### src/rtl/vga_timing_gen.sv
// rtl/vga_timing_gen.sv - VGA pixel/line counters with registered sync, blank and frame strobe
module vga_timing_gen #(
  parameter int H_VISIBLE = 640,
  parameter int H_FP      = 16,
  parameter int H_SYNC    = 96,
  parameter int H_BP      = 48,
  parameter int V_VISIBLE = 480,
  parameter int V_FP      = 10,
  parameter int V_SYNC    = 2,
  parameter int V_BP      = 33,
  parameter int CLK_DIV   = 2
) (
  input  logic       Clk,
  input  logic       Reset,
  output logic       pixel_clk,
  output logic       hs,
  output logic       vs,
  output logic       blank_n,
  output logic       sync,
  output logic       frame_start,
  output logic [9:0] DrawX,
  output logic [9:0] DrawY
);

  localparam int H_TOTAL = H_VISIBLE + H_FP + H_SYNC + H_BP;
  localparam int V_TOTAL = V_VISIBLE + V_FP + V_SYNC + V_BP;
  localparam int DW      = $clog2(CLK_DIV);

  localparam logic [9:0]    H_LAST   = 10'(H_TOTAL - 1);
  localparam logic [9:0]    V_LAST   = 10'(V_TOTAL - 1);
  localparam logic [9:0]    H_VIS    = 10'(H_VISIBLE);
  localparam logic [9:0]    V_VIS    = 10'(V_VISIBLE);
  localparam logic [9:0]    HS_START = 10'(H_VISIBLE + H_FP);
  localparam logic [9:0]    HS_END   = 10'(H_VISIBLE + H_FP + H_SYNC);
  localparam logic [9:0]    VS_START = 10'(V_VISIBLE + V_FP);
  localparam logic [9:0]    VS_END   = 10'(V_VISIBLE + V_FP + V_SYNC);
  localparam logic [DW-1:0] DIV_LAST = DW'(CLK_DIV - 1);
  localparam logic [DW-1:0] DIV_HALF = DW'(CLK_DIV / 2);

  logic [DW-1:0] div_cnt;
  logic [DW-1:0] div_nxt;
  logic [9:0]    x_nxt;
  logic [9:0]    y_nxt;
  logic          tick;
  logic          frame_wrap;

  // Composite sync is unused by the DAC path.
  assign sync = 1'b0;

  // Next divider and counter values; outputs are registered from these so they line up with DrawX/DrawY.
  always_comb begin
    tick       = (div_cnt == DIV_LAST);
    div_nxt    = tick ? '0 : div_cnt + DW'(1);
    x_nxt      = DrawX;
    y_nxt      = DrawY;
    frame_wrap = 1'b0;
    if (tick) begin
      if (DrawX == H_LAST) begin
        x_nxt = '0;
        if (DrawY == V_LAST) begin
          y_nxt      = '0;
          frame_wrap = 1'b1;
        end else begin
          y_nxt = DrawY + 10'd1;
        end
      end else begin
        x_nxt = DrawX + 10'd1;
      end
    end
  end

  // Counter and output registers; reset wins over any pending tick.
  always_ff @(posedge Clk) begin
    if (Reset) begin
      div_cnt     <= '0;
      DrawX       <= '0;
      DrawY       <= '0;
      hs          <= 1'b1;
      vs          <= 1'b1;
      blank_n     <= 1'b1;
      pixel_clk   <= 1'b0;
      frame_start <= 1'b0;
    end else begin
      div_cnt     <= div_nxt;
      DrawX       <= x_nxt;
      DrawY       <= y_nxt;
      hs          <= !((x_nxt >= HS_START) && (x_nxt < HS_END));
      vs          <= !((y_nxt >= VS_START) && (y_nxt < VS_END));
      blank_n     <= (x_nxt < H_VIS) && (y_nxt < V_VIS);
      pixel_clk   <= (div_nxt >= DIV_HALF);
      frame_start <= frame_wrap;
    end
  end

endmodule
### config.mk
export PLATFORM = sky130hd
export DESIGN_NAME = vga_timing_gen
export DESIGN_NICKNAME = d
export VERILOG_FILES = /design/src/rtl/vga_timing_gen.sv
export SDC_FILE = /design/constraint.sdc
export NUM_CORES = 1
export LEC_CHECK = 0
export ABC_AREA = 1
export ABC_CLOCK_PERIOD_IN_PS = 2450
export CAP_MARGIN = 20
export CORE_ASPECT_RATIO = 0.8
export CORE_MARGIN = 1.5
export CORE_UTILIZATION = 48
export CTS_CLUSTER_SIZE = 40
export DETAILED_ROUTE_END_ITERATION = 12
export GPL_TIMING_DRIVEN = 0
export PLACE_DENSITY_LB_ADDON = 0.3
export SLEW_MARGIN = 20
export SYNTH_ARGS = -nofsm -noshare
export SYNTH_HDL_FRONTEND = slang
export SYNTH_SLANG_ARGS = --single-unit
### constraint.sdc
create_clock -name Clk -period 2.45 [get_ports Clk]
set_clock_uncertainty 0.15 [all_clocks]
set_input_delay 0.3675 -clock Clk [delete_from_list [all_inputs] [get_ports Clk]]
set_output_delay 0.3675 -clock Clk [all_outputs]
set_load 0.005 [all_outputs]
---- Word-level counts from Yosys, hierarchy flattened ----
Cells that the tools add are included.
operators by class
  add/subtract/negate cells ............... 3
  multipliers ............................. 0
  div/mod/pow operators ................... 0
  magnitude comparators ................... 7
  equality and inequality tests ........... 2
  shift-type cells ........................ 0
  mux-type cells .......................... 7
  bitwise gates (word level) .............. 2
  reductions and logical operators ........ 6
operators with widths
  cell                                                          count
  two-way mux 10 bit                                            5
  adder 10 x 1 -> 10 bit (second input constant)                2
  equality test 10 bit (second input constant)                  2
  less-than comparator 10 bit (second input constant)           2
  less-than comparator 10 x 9 -> 1 bit (second input constant)  2
  >= comparator 10 bit (second input constant)                  1
  >= comparator 10 x 9 -> 1 bit (second input constant)         1
  logical AND 1 bit                                             3
  OR reduction 3 bit                                            1
  logical NOT 1 bit                                             2
  two-way mux 1 bit                                             2
  NOT 1 bit                                                     2
  adder 1 bit (second input constant)                           1
  >= comparator 1 bit (second input constant)                   1
storage, ports and cells
  register bits ........................... 26
  bits in latches ......................... 0
  RAM bits ................................ 0
  memory bits (read-only) ................. 0
  input port bits ......................... 2
  output and inout bits ................... 26
  word-level logic and storage cells ...... 35
  memories ................................ 0

---- Depth between registers and ports, before layout ----
  depth after elaboration ................. 7
  gate-level depth with buffers ........... 14
  mapped depth without buffers ............ 14

---- Least setup slack after synthesis ----
No wires, ideal clock.
  path type ............................... reg-to-reg
  from .................................... register DrawX[0]
  to ...................................... register blank_n
  setup time .............................. 115 ps
  arrival ................................. 1526 ps
  required time ........................... 2185 ps
  slack ................................... 659 ps
  cell stages (with the launch flop) ...... 15
  path buffers ............................ 0
  period minus slack after synthesis ...... 1791 ps
  cells stage by stage .................... dfxtp_1 -> ha_1 -> inv_1 -> nor2_2 -> nand3_2 -> nor2_4 -> nand2_4 -> inv_4 -> nand2_1 -> nand2_1 -> nand2_1 -> inv_2 -> nand3_1 -> nand3_1 -> nand2_1
on the way
  longest elaborated chain between the ends .. 5
RTL lines
  item                                                                                        RTL line  RTL
  start, declared                                                                             21        output logic [9:0] DrawX,
  start signal, assigned                                                                      85        DrawX <= x_nxt;
  adder 10 x 1 -> 10 bit / equality test 10 bit (equally long branches)                       67, 58
  two-way mux 10 bit                                                                          58        if (DrawX == H_LAST) begin
  two-way mux 10 bit                                                                          57        if (tick) begin
  less-than comparator 10 bit / less-than comparator 10 x 9 -> 1 bit (equally long branches)  89        blank_n <= (x_nxt < H_VIS) && (y_nxt < V_VIS);
  logical AND 1 bit (*)                                                                       89
  end signal, assigned                                                                        89
  end, declared                                                                               18        output logic blank_n,
Mark *: on every way between the ends. The rest lies on a longest branch, timed or not.
A chain may end at the register's enable or synchronous reset.

---- Worst setup path after layout ----
  from .................................... register DrawX[0]
  to ...................................... register vs
on the way
  longest elaborated chain between the ends .. 6
RTL lines
  item                                                                                          RTL line  RTL
  equality test 10 bit (*)                                                                      58
  two-way mux 10 bit (*)                                                                        58
  two-way mux 10 bit (*)                                                                        57
  >= comparator 10 x 9 -> 1 bit / less-than comparator 10 x 9 -> 1 bit (equally long branches)  88        vs <= !((y_nxt >= VS_START) && (y_nxt < VS_END));
  logical AND 1 bit (*)                                                                         88
  logical NOT 1 bit (*)                                                                         88
  end signal, assigned                                                                          88
  end, declared                                                                                 17        output logic vs,
Marks and branches as above.

==> insert_results.sql <==
INSERT INTO impl_metrics (metric_group, metric, value, unit) VALUES
('flow_run', 'maxCapViolations', '0', ''),
('critical_path', 'critPathKind', 'reg2reg', ''),
('cells_and_area', 'stdcell_area', '1720', 'um2'),
('floorplanning', 'placementRows', '17', ''),
('cells_and_area', 'layout.nets', '250', ''),
('critical_path', 'critical_path.max_stage_delay', '0.45', 'ns'),
('logic_synthesis', 'seq_area_frac_synth', '0.362', ''),
('pwr', 'powerDensity', '375', 'nW/um2'),
('critical_path', 'critical_path_cell_by_cell', 'ha_1, nand2_1, nor2_1, nand3_1, nor2_2, nand2_1, xor2_1, nand3_1, nor2_1, nand2_1', ''),
('logic_synthesis', 'syn_area', '1380', 'um2'),
('clocking', 'htree_levels', '1', ''),
('sta', 'timing.final.max_slew_violations', '0', ''),
('placed_design', 'globalplace.congestion', '0.844', ''),
('cells_and_area', 'insertedDiodeCount', '0', ''),
('clocking', 'clock_insertion_delay_at_the_later_pin_of_the_skew_report', '0.32', 'ns'),
('grt', 'overall_routing_resource_usage', '0.200', ''),
('grt', 'grt_first_pass_wirelength', '4960', 'um'),
('clocking', 'cts_repair_resize_count', '0', ''),
('logic_synthesis', 'synth.largest_area_cell', 'sky130_fd_sc_hd__dfxtp_1', ''),
('sta', 'rsz_0062_raised_after_global_routing', 'no', ''),
('clocking', 'number_of_clock_sinks', '25', ''),
('drt', 'route.vias.total', '1338', ''),
('clocking', 'cts.hold.buffers_added', '0', ''),
('cells_and_area', 'postLayoutCoreUtil', '0.627', ''),
('logic_synthesis', 'share_of_the_synthesized_area_in_compound_gates_ao_oa_aoi_oai', '0.0515', ''),
('sta', 'final.period_utilization', '0.837', ''),
('logic_synthesis', 'synth_top_area_frac', '0.362', ''),
('cells_and_area', 'final_layout_size_suffix_gt1_frac', '0.0861', ''),
('critical_path', 'r2r_setup_slack', '0.40', 'ns'),
('critical_path', 'cp_max_fo', '6', ''),
('sta', 'finalWorstPathRequiredPeriod', '2.05', 'ns'),
('logic_synthesis', 'synth_simple_gate_area_share', '0.426', ''),
('placed_design', 'placed_area', '1690', 'um2'),
('logic_synthesis', 'netlist_top_cells_area', 'sky130_fd_sc_hd__dfxtp_1, sky130_fd_sc_hd__nand2_1, sky130_fd_sc_hd__nor2_1', ''),
('floorplanning', 'floorplan.die_area', '3220', 'um2'),
('run_status', 'outcome', 'completed', ''),
('critical_path', 'cp_slowest_cell', 'sky130_fd_sc_hd__dfxtp_1', ''),
('clocking', 'clk_path_buf_depth', '2', ''),
('logic_synthesis', 'dominant_combinational_cell_family_by_area_after_synthesis', 'simple AND/OR/NAND/NOR gates', ''),
('pwr', 'worst_ir_drop_vdd', '354', 'uV'),
('sta', 'tns', '0', 'ns'),
('logic_synthesis', 'syn-mean-instance-area', '6.47', 'um2'),
('critical_path', 'required', '2.53', 'ns'),
('sta', 'setup_viol_count_final', '0', ''),
('drt', 'drt-total-wl', '3060', 'um'),
('floorplanning', 'die_h', '51.0', 'um'),
('floorplanning', 'floorplan.core_area', '2740', 'um2'),
('logic_synthesis', 'synth_xor_area_frac', '0.0253', ''),
('cells_and_area', 'fill_cell_instance_count_of_the_final_layout', '262', ''),
('logic_synthesis', 'post_synth_mux_area_share', '0', ''),
('drt', 'wire_per_inst', '10.8', 'um'),
('drt', 'first_pass_iters', '4', ''),
('critical_path', 'critPathMostFrequentCell', 'sky130_fd_sc_hd__nand2_1', ''),
('floorplanning', 'die_w', '63.0', 'um'),
('floorplanning', 'num_io_pins', '28', ''),
('logic_synthesis', 'postSynthRegisterBits', '25', ''),
('drt', 'detail-route-antenna-nets', '0', ''),
('critical_path', 'startpoint_type', 'flop', ''),
('grt', 'grt_antenna_before_repair', '0', ''),
('critical_path', 'critPathBufInv', '0', ''),
('clocking', 'cts_post_setup_buffers_inserted', '0', ''),
('cells_and_area', 'area.growth.synth_to_final', '24.4', '%'),
('drt', 'drc_errors', '0', ''),
('logic_synthesis', 'area_share_of_fa_ha_maj_cells_after_synthesis', '0.0271', ''),
('grt', 'grt_start_max_net_pins', '16', ''),
('grt', 'global_route.overflow_total', '0', ''),
('clocking', 'path_clk_slew', '0.13', 'ns'),
('logic_synthesis', 'synth.yosys.warnings', '0', ''),
('logic_synthesis', 'cell_count_after_synthesis', '214', ''),
('sta', 'finalHoldViolations', '0', ''),
('min_path', 'hold_path.class', 'reg2reg', '');
placed cells by master, fill, tap and decap left out, types with 2 or more instances in the layout:
| cell type | count |
|---|---|
| sky130_fd_sc_hd__nand2_2 | 2 |
| sky130_fd_sc_hd__o21ai_0 | 5 |
| sky130_fd_sc_hd__inv_1 | 28 |
| sky130_fd_sc_hd__dfxtp_1 | 25 |
| sky130_fd_sc_hd__clkbuf_4 | 3 |
| sky130_fd_sc_hd__buf_4 | 2 |
| sky130_fd_sc_hd__nand2_1 | 53 |
| sky130_fd_sc_hd__nor2_2 | 4 |
| sky130_fd_sc_hd__nand4_1 | 4 |
| sky130_fd_sc_hd__nor3_1 | 4 |
| sky130_fd_sc_hd__nor2_1 | 39 |
| sky130_fd_sc_hd__nand3_1 | 18 |
| sky130_fd_sc_hd__nand3_2 | 2 |
| sky130_fd_sc_hd__xor2_1 | 4 |
| sky130_fd_sc_hd__clkdlybuf4s50_1 | 26 |
| sky130_fd_sc_hd__a21oi_1 | 3 |
| sky130_fd_sc_hd__o21ai_1 | 3 |
| sky130_fd_sc_hd__ha_1 | 3 |
| sky130_fd_sc_hd__inv_2 | 2 |
| sky130_fd_sc_hd__nor3b_1 | 2 |
through the flow:
step	hold WS (ns)	setup WS, ns	total power [mW]	cells
detailed placement	0.366	0.422	0.469	278
CTS	0.385	0.404	0.659	282
global route	0.407	0.159	0.678	282
finish	0.383	0.399	0.646	282
global placement	0.365	0.451	0.469	278
floorplan	0.290	0.659	0.451	214
worst paths after layout:
kind             from  endpoint  cells after the start
max reg2reg  DrawX[0]        vs                     10
max          DrawX[0]        vs                     10
min reg2reg  DrawY[0]  DrawY[0]                      2
min          DrawY[0]  DrawY[0]                      2
final cells by class:
cell class / instances / area [um2] / share of cell area
Multi-Input combinational cell: 153 / 737 / 0.428
Sequential cell: 25 / 500 / 0.291
Timing Repair Buffer: 26 / 260 / 0.151
Inverter: 32 / 123 / 0.0712
Tap cell: 38 / 47.5 / 0.0276
Buffer: 4 / 23.8 / 0.0138
Clock buffer: 3 / 22.5 / 0.0131
Clock inverter: 1 / 7.51 / 0.00436
flip-flops by register name (all words and copies together) (netlist names):
register and flops:
DrawY 10, pixel_clk 1, vs 1, blank_n 1, frame_start 1, hs 1, DrawX 10
cells by family (layout without fill, tap and decap cells):
group / Yosys count / count (layout)
xor+xnor: 4 / 4
flops: 25 / 25
simple gates: 132 / 132
fa+ha+maj: 3 / 3
buf+inv: 36 / 66
compound gates: 13 / 13
other cells: 1 / 1
Yosys cell counts (all sizes together):
cell type,n
xor2,4
nor2,44
clkinv,1
a21oi,4
ha,3
nand3b,1
conb,1
o21bai,1
o21ai,8
buf,3
or2,1
clkbuf,1
nand2,56
dfxtp,25
inv,31
nor3,4
nor3b,2
nand4,4
nand3,20
worst min-delay path: cells and delay by family, from the launching register on:
family	cells	cell delay, ns
flops	1	0.37
simple gates	1	0.08
compound gates	1	0.05
power breakdown:
| group | leakage, nW | total (mW) | switching [mW] | internal, mW |
|---|---|---|---|---|
| clock network | 0.0139 | 0.186 | 0.123 | 0.0624 |
| logic | 0.484 | 0.0433 | 0.0241 | 0.0192 |
| registers | 0.202 | 0.418 | 0.00611 | 0.411 |
| total | 0.700 | 0.646 | 0.153 | 0.493 |
metal layers:
metal | wire length, um | GRT usage | up-vias
met5 | 0 | 0 | -
met4 | 0 | 0.0444 | 0
met3 | 140 | 0.0507 | 0
met2 | 1230 | 0.291 | 29
met1 | 1690 | 0.297 | 584
li1 | - | - | 725
Power figures use the tool's default switching activity.
==> variant 1, RTL diff (config.mk and constraints unchanged) <==
`CLK_DIV`: 2 -> 4.
--- a/src/rtl/vga_timing_gen.sv
+++ b/src/rtl/vga_timing_gen.sv
@@ -8,7 +8,7 @@
   parameter int V_FP      = 10,
   parameter int V_SYNC    = 2,
   parameter int V_BP      = 33,
-  parameter int CLK_DIV   = 2
+  parameter int CLK_DIV   = 4
 ) (
   input  logic       Clk,
   input  logic       Reset,
Formal check against the unedited RTL: not equivalent (Yosys sat finds a counterexample within 4 cycles, from zero or initial values and one cycle with Reset high).
==> variant 1 against the original RTL <==
- routed wire length up 6.4%
- highest routed layer is now met4
- critical path depth up 2
- synthesized cell count down 1.4%
- combinational power up 0.9%
- sequential share of layout area down 0.65 points
- design area up 6.4%
- setup slack worse by 0.030 ns
- sequential power up 4%
- total power up 28%
- count of clock-buffer cells in the layout unchanged
- sequential cell count up 1
- largest power group unchanged
- global-route usage up 0.67 points
- critical path type unchanged
- area after synthesis up 5.7%
==> variant 1: results (changes against the original RTL) <==
hold_path:
  min_from: "div_cnt[0]"
  hold_path_end: "div_cnt[0]"
  min_path_cells: 1  # -1
pwr:
  ir_drop_v: 0.000364  # +2.9%
  leakage_nw: 0.763  # +9.0%
layout:
  seq_cell_count: 26  # +4.0%
  sh_seq_area_pct: 28.4  # -0.65 points
  fillCellCount: 270  # +3.1%
  nets: 247  # -1.2%
  nMultiInputCombCells: 154  # +0.65%
  multi_input_area_um2: 821  # +11%
  layout-drive-gt1-share_pct: 8.75  # +0.14 points
  buf_share_pct: 15.0  # -1.5 points
  final_cells: 278  # -1.4%
  utilization_pct: 64.8  # +2.0 points
  buffers: 30  # unchanged
  clkCellAreaFrac_pct: 3.89  # +2.1 points
  nNonClkInverters: 26  # -19%
logic_synthesis:
  yosysWarningCount: 0  # unchanged
  synth_commonest_cells: "nand2_1, nor2_1, dfxtp_1"
  syn_nets: 217  # -0.91%
  synth_cells: 211  # -1.4%
  synth_compound_area_share_pct: 4.88  # -0.28 points
  synth_mux_area_share_pct: 0  # unchanged
  ys_types: 32  # +10%
  synth_area_leaders: "dfxtp_1, nand2_1, nor2_1"
  synth_fa_ha_area_share_pct: 3.42  # +0.71 points
  ys_seq_area_share_pct: 35.6  # -0.58 points
  synth_xor_area_share_pct: 3.59  # +1.1 points
setup_path:
  critPathTopFamily: "simple AND/OR/NAND/NOR gates"
  reg2reg_slack_ns: 0.37  # -0.03 ns
  cp_max_fo: 9  # +3
  critPathMaxStageDelay_ns: 0.47  # +0.02 ns
  worstReg2RegEnd: "blank_n"
  cp.arrival_ns: 2.11  # -0.03 ns
  r2r_cells: 12  # +2
clocking:
  cts_root_buf: "clkbuf_8"
  cts_htree_levels: 1  # unchanged
  insertion_delay_ns: 0.27  # -0.05 ns
  cts.clk_slew.worst_paths_ns: 0.09  # -0.04 ns
detailed_routing:
  dr.pass1.iters: 4  # unchanged
  vias_per_cell: 5.14  # +8.3%
  drtIter0Drc: 99  # +50%
  wire_per_inst_um: 11.7  # +7.9%
placement:
  dp_cells: 274  # -1.4%
  hpwl_mm: 2.55  # +5.6%
  place_congestion: 0.883  # +4.7%
  post-place-ws_ns: 0.427  # +0.00420 ns
  placed_area_um2: 1760  # +4.1%
grt:
  grt_pass1_wl_mm: 5.35  # +7.8%
  grtUsageTotal_pct: 20.7  # +0.67 points
  grt_pass1_vias: 1161  # +2.9%
status:
  outcome: "finished, final reports clean"
timing:
  worst_slew_pin_slew_ns: 0.501
  whs_ns: 0.293  # -0.0902 ns
[variant 1: changes by cell type after synthesis, sizes merged, moves of 3 or more]
| cell | delta |
|---|---|
| xnor2 | +3 |
| o21ai | -3 |
| inv | -5 |
| nor2 | -6 |
| nand2 | -3 |
| nand4 | +10 |
[variant 1: power breakdown]
part	internal (mW)	switching (mW)	leakage, nW	total, mW
registers	0.429	0.00621	0.210	0.435
clock network	0.219	0.131	0.0357	0.349
logic	0.0171	0.0266	0.517	0.0437
total	0.664	0.164	0.763	0.828
[variant 1: worst max path at each step]
stage             start       to  slack (ns)
2_1_floorplan  DrawX[0]       vs        0.65
3_3_place_gp   DrawX[0]       vs        0.44
3_5_place_dp   DrawX[0]       vs        0.43
4_1_cts        DrawX[0]       vs        0.39
5_1_grt        DrawX[0]  blank_n        0.16
6_report       DrawX[0]  blank_n        0.37
[variant 1: layer usage]
metal  routed length [µm]  track usage [%]
met2                 1310             29.9
met5                    0                0
met1                 1700             31.3
met3                  219             5.16
met4                   21             3.19
==> variant 2, RTL diff (config.mk and constraints unchanged) <==
Without the edit above. Register the output `DrawY` once more, with the module's reset; this adds one clock of latency there. The other outputs are not delayed to match. Comments in the files are not updated.
--- a/src/rtl/vga_timing_gen.sv
+++ b/src/rtl/vga_timing_gen.sv
@@ -37,6 +37,8 @@
   localparam logic [DW-1:0] DIV_LAST = DW'(CLK_DIV - 1);
   localparam logic [DW-1:0] DIV_HALF = DW'(CLK_DIV / 2);
 
+  logic [9:0] DrawY_s0;
+
   logic [DW-1:0] div_cnt;
   logic [DW-1:0] div_nxt;
   logic [9:0]    x_nxt;
@@ -52,16 +54,16 @@
     tick       = (div_cnt == DIV_LAST);
     div_nxt    = tick ? '0 : div_cnt + DW'(1);
     x_nxt      = DrawX;
-    y_nxt      = DrawY;
+    y_nxt      = DrawY_s0;
     frame_wrap = 1'b0;
     if (tick) begin
       if (DrawX == H_LAST) begin
         x_nxt = '0;
-        if (DrawY == V_LAST) begin
+        if (DrawY_s0 == V_LAST) begin
           y_nxt      = '0;
           frame_wrap = 1'b1;
         end else begin
-          y_nxt = DrawY + 10'd1;
+          y_nxt = DrawY_s0 + 10'd1;
         end
       end else begin
         x_nxt = DrawX + 10'd1;
@@ -74,7 +76,7 @@
     if (Reset) begin
       div_cnt     <= '0;
       DrawX       <= '0;
-      DrawY       <= '0;
+      DrawY_s0    <= '0;
       hs          <= 1'b1;
       vs          <= 1'b1;
       blank_n     <= 1'b1;
@@ -83,7 +85,7 @@
     end else begin
       div_cnt     <= div_nxt;
       DrawX       <= x_nxt;
-      DrawY       <= y_nxt;
+      DrawY_s0    <= y_nxt;
       hs          <= !((x_nxt >= HS_START) && (x_nxt < HS_END));
       vs          <= !((y_nxt >= VS_START) && (y_nxt < VS_END));
       blank_n     <= (x_nxt < H_VIS) && (y_nxt < V_VIS);
@@ -92,4 +94,12 @@
     end
   end
 
+  always_ff @(posedge Clk) begin
+    if (Reset) begin
+      DrawY <= '0;
+    end else begin
+      DrawY <= DrawY_s0;
+    end
+  end
+
 endmodule
Behaviour: no difference found for any inputs over 10 cycles, from zero or initial values and one cycle with Reset high; that may be too few to reach the edited logic, so the function may still have changed.
==> variant 2 against the original RTL <==
- sequential cell count rose by 10
- global-route usage rose by 2.3 points
- design area rose by 18%
- routed wire length rose by 25%
- first-iteration DRC count rose by 6.1%
- die area rose by 19%
- total power rose by 55%
- non-clock buffer count did not move
- final cell count rose by 11%
- setup slack got worse by 0.17 ns
- area after synthesis rose by 20%
==> variant 2: results (changes against the original RTL) <==
layout:
  final_cells: 312  # +11%
  fillCellCount: 306  # +17%
  antennaDiodeCount: 0  # unchanged
  layout-drive-gt1-share_pct: 8.46  # -0.15 points
  nets: 278  # +11%
  reg_top3: "DrawX x10, DrawY x10, DrawY_s0 x10"
setup_path:
  critPathMaxStageDelay_ns: 0.47  # +0.02 ns
  cp_max_fo: 8  # +2
  slowest_stage: "dfxtp_1"
  cp.arrival_ns: 2.23  # +0.09 ns
detailed_routing:
  vias: 1573  # +18%
  drtIter0Drc: 70  # +6.1%
  wl_mm: 3.82  # +25%
hold_path:
  hold_class: "primary input to flip-flop"
placement:
  hpwl_mm: 2.82  # +17%
  portBuffers: 25  # -3.8%
  placed_area_um2: 1960  # +16%
  dp_cells: 306  # +10%
  place_congestion: 0.894  # +6.0%
logic_synthesis:
  synth_fa_ha_area_share_pct: 2.26  # -0.45 points
  yosysWarningCount: 0  # unchanged
  synth_compound_area_share_pct: 4.60  # -0.55 points
  synth_xor_area_share_pct: 1.58  # -0.95 points
  ys.flop_type: "dfxtp_1"
  avgSynthCellArea_um2: 6.88  # +6.5%
  synth_commonest_cells: "nand2_1, nor2_1, dfxtp_1"
  synth_area_leaders: "dfxtp_1, nand2_1, nor2_1"
  syn_nets: 246  # +12%
  ys_seq_area_share_pct: 42.2  # +6.1 points
  synth_mux_area_share_pct: 0  # unchanged
clocking:
  cts.clk_slew.worst_paths_ns: 0.06  # -0.07 ns
  cts_htree_levels: 2  # +1
  insertion_delay_ns: 0.29  # -0.03 ns
  numCtsBuffers: 5  # +2
  cts_root_buf: "clkbuf_8"
  cts_setup_buffers: 0  # unchanged
grt:
  grt_pass1_wl_mm: 6.42  # +29%
  grtUsageTotal_pct: 22.3  # +2.3 points
  grt_pass1_vias: 1423  # +26%
  grt_max_degree: 11  # -5
pwr:
  ir_drop_v: 0.000401  # +13%
  p_int_mw: 0.782  # +59%
  leakage_nw: 0.832  # +19%
timing:
  max_slew_margin_pct: 63.6
status:
  outcome: "finished, final reports clean"
variant 2: cell types whose count changed after synthesis, moves of 3 or more:
| cell | change |
|---|---|
| nand3_1 | +5 |
| nor2_1 | +8 |
| inv_2 | +3 |
| o21ai_0 | +3 |
| dfxtp_1 | +10 |
variant 2: worst paths after layout:
path,to,cells after the start,slack [ns],from
max,vs,10,0.23,DrawX[0]
min reg2reg,DrawY[2],2,0.33,DrawY_s0[2]
min,DrawY_s0[3],2,0.31,Reset
max reg2reg,vs,10,0.23,DrawX[0]
variant 2: stage by stage:
stage          utilization [%]  hold slack [ns]  setup WS (ns)
2_1_floorplan                -            0.288          0.640
3_3_place_gp              61.3            0.320          0.340
3_5_place_dp              61.3            0.319          0.309
4_1_cts                   63.5            0.316          0.285
5_1_grt                   63.5            0.344         0.0327
6_report                  63.5            0.315          0.231
variant 2: layer usage:
metal  GRT usage [%]  wire length (µm)
met4            7.56                56
met2            28.7              1520
met3            5.87               266
met5               0                 0
met1            35.4              1970
variant 2: cells by family after synthesis:
group,after synthesis
buffers and inverters,40
AO/OA/AOI/OAI,14
AND/OR/NAND/NOR,145
other,1
adder cells (fa/ha/maj),3
flip-flops,35
XOR/XNOR,3
variant 2: power groups by stage:
stage,logic [mW],registers (mW),clock network (mW)
after floorplan,0.0263,0.595,0
after global routing,0.0506,0.585,0.405
after global placement,0.0447,0.597,0
after CTS,0.0456,0.584,0.376
final,0.0455,0.585,0.371
after detailed placement,0.0454,0.597,0
variant 2: cell type report:
class / count / area share, %
multi-input combinational: 166 / 39.5
clock buffer: 6 / 3.57
buffer: 5 / 1.17
sequential: 35 / 34.5
timing repair buffer: 25 / 12.3
inverter: 35 / 6.47
tap: 40 / 2.46
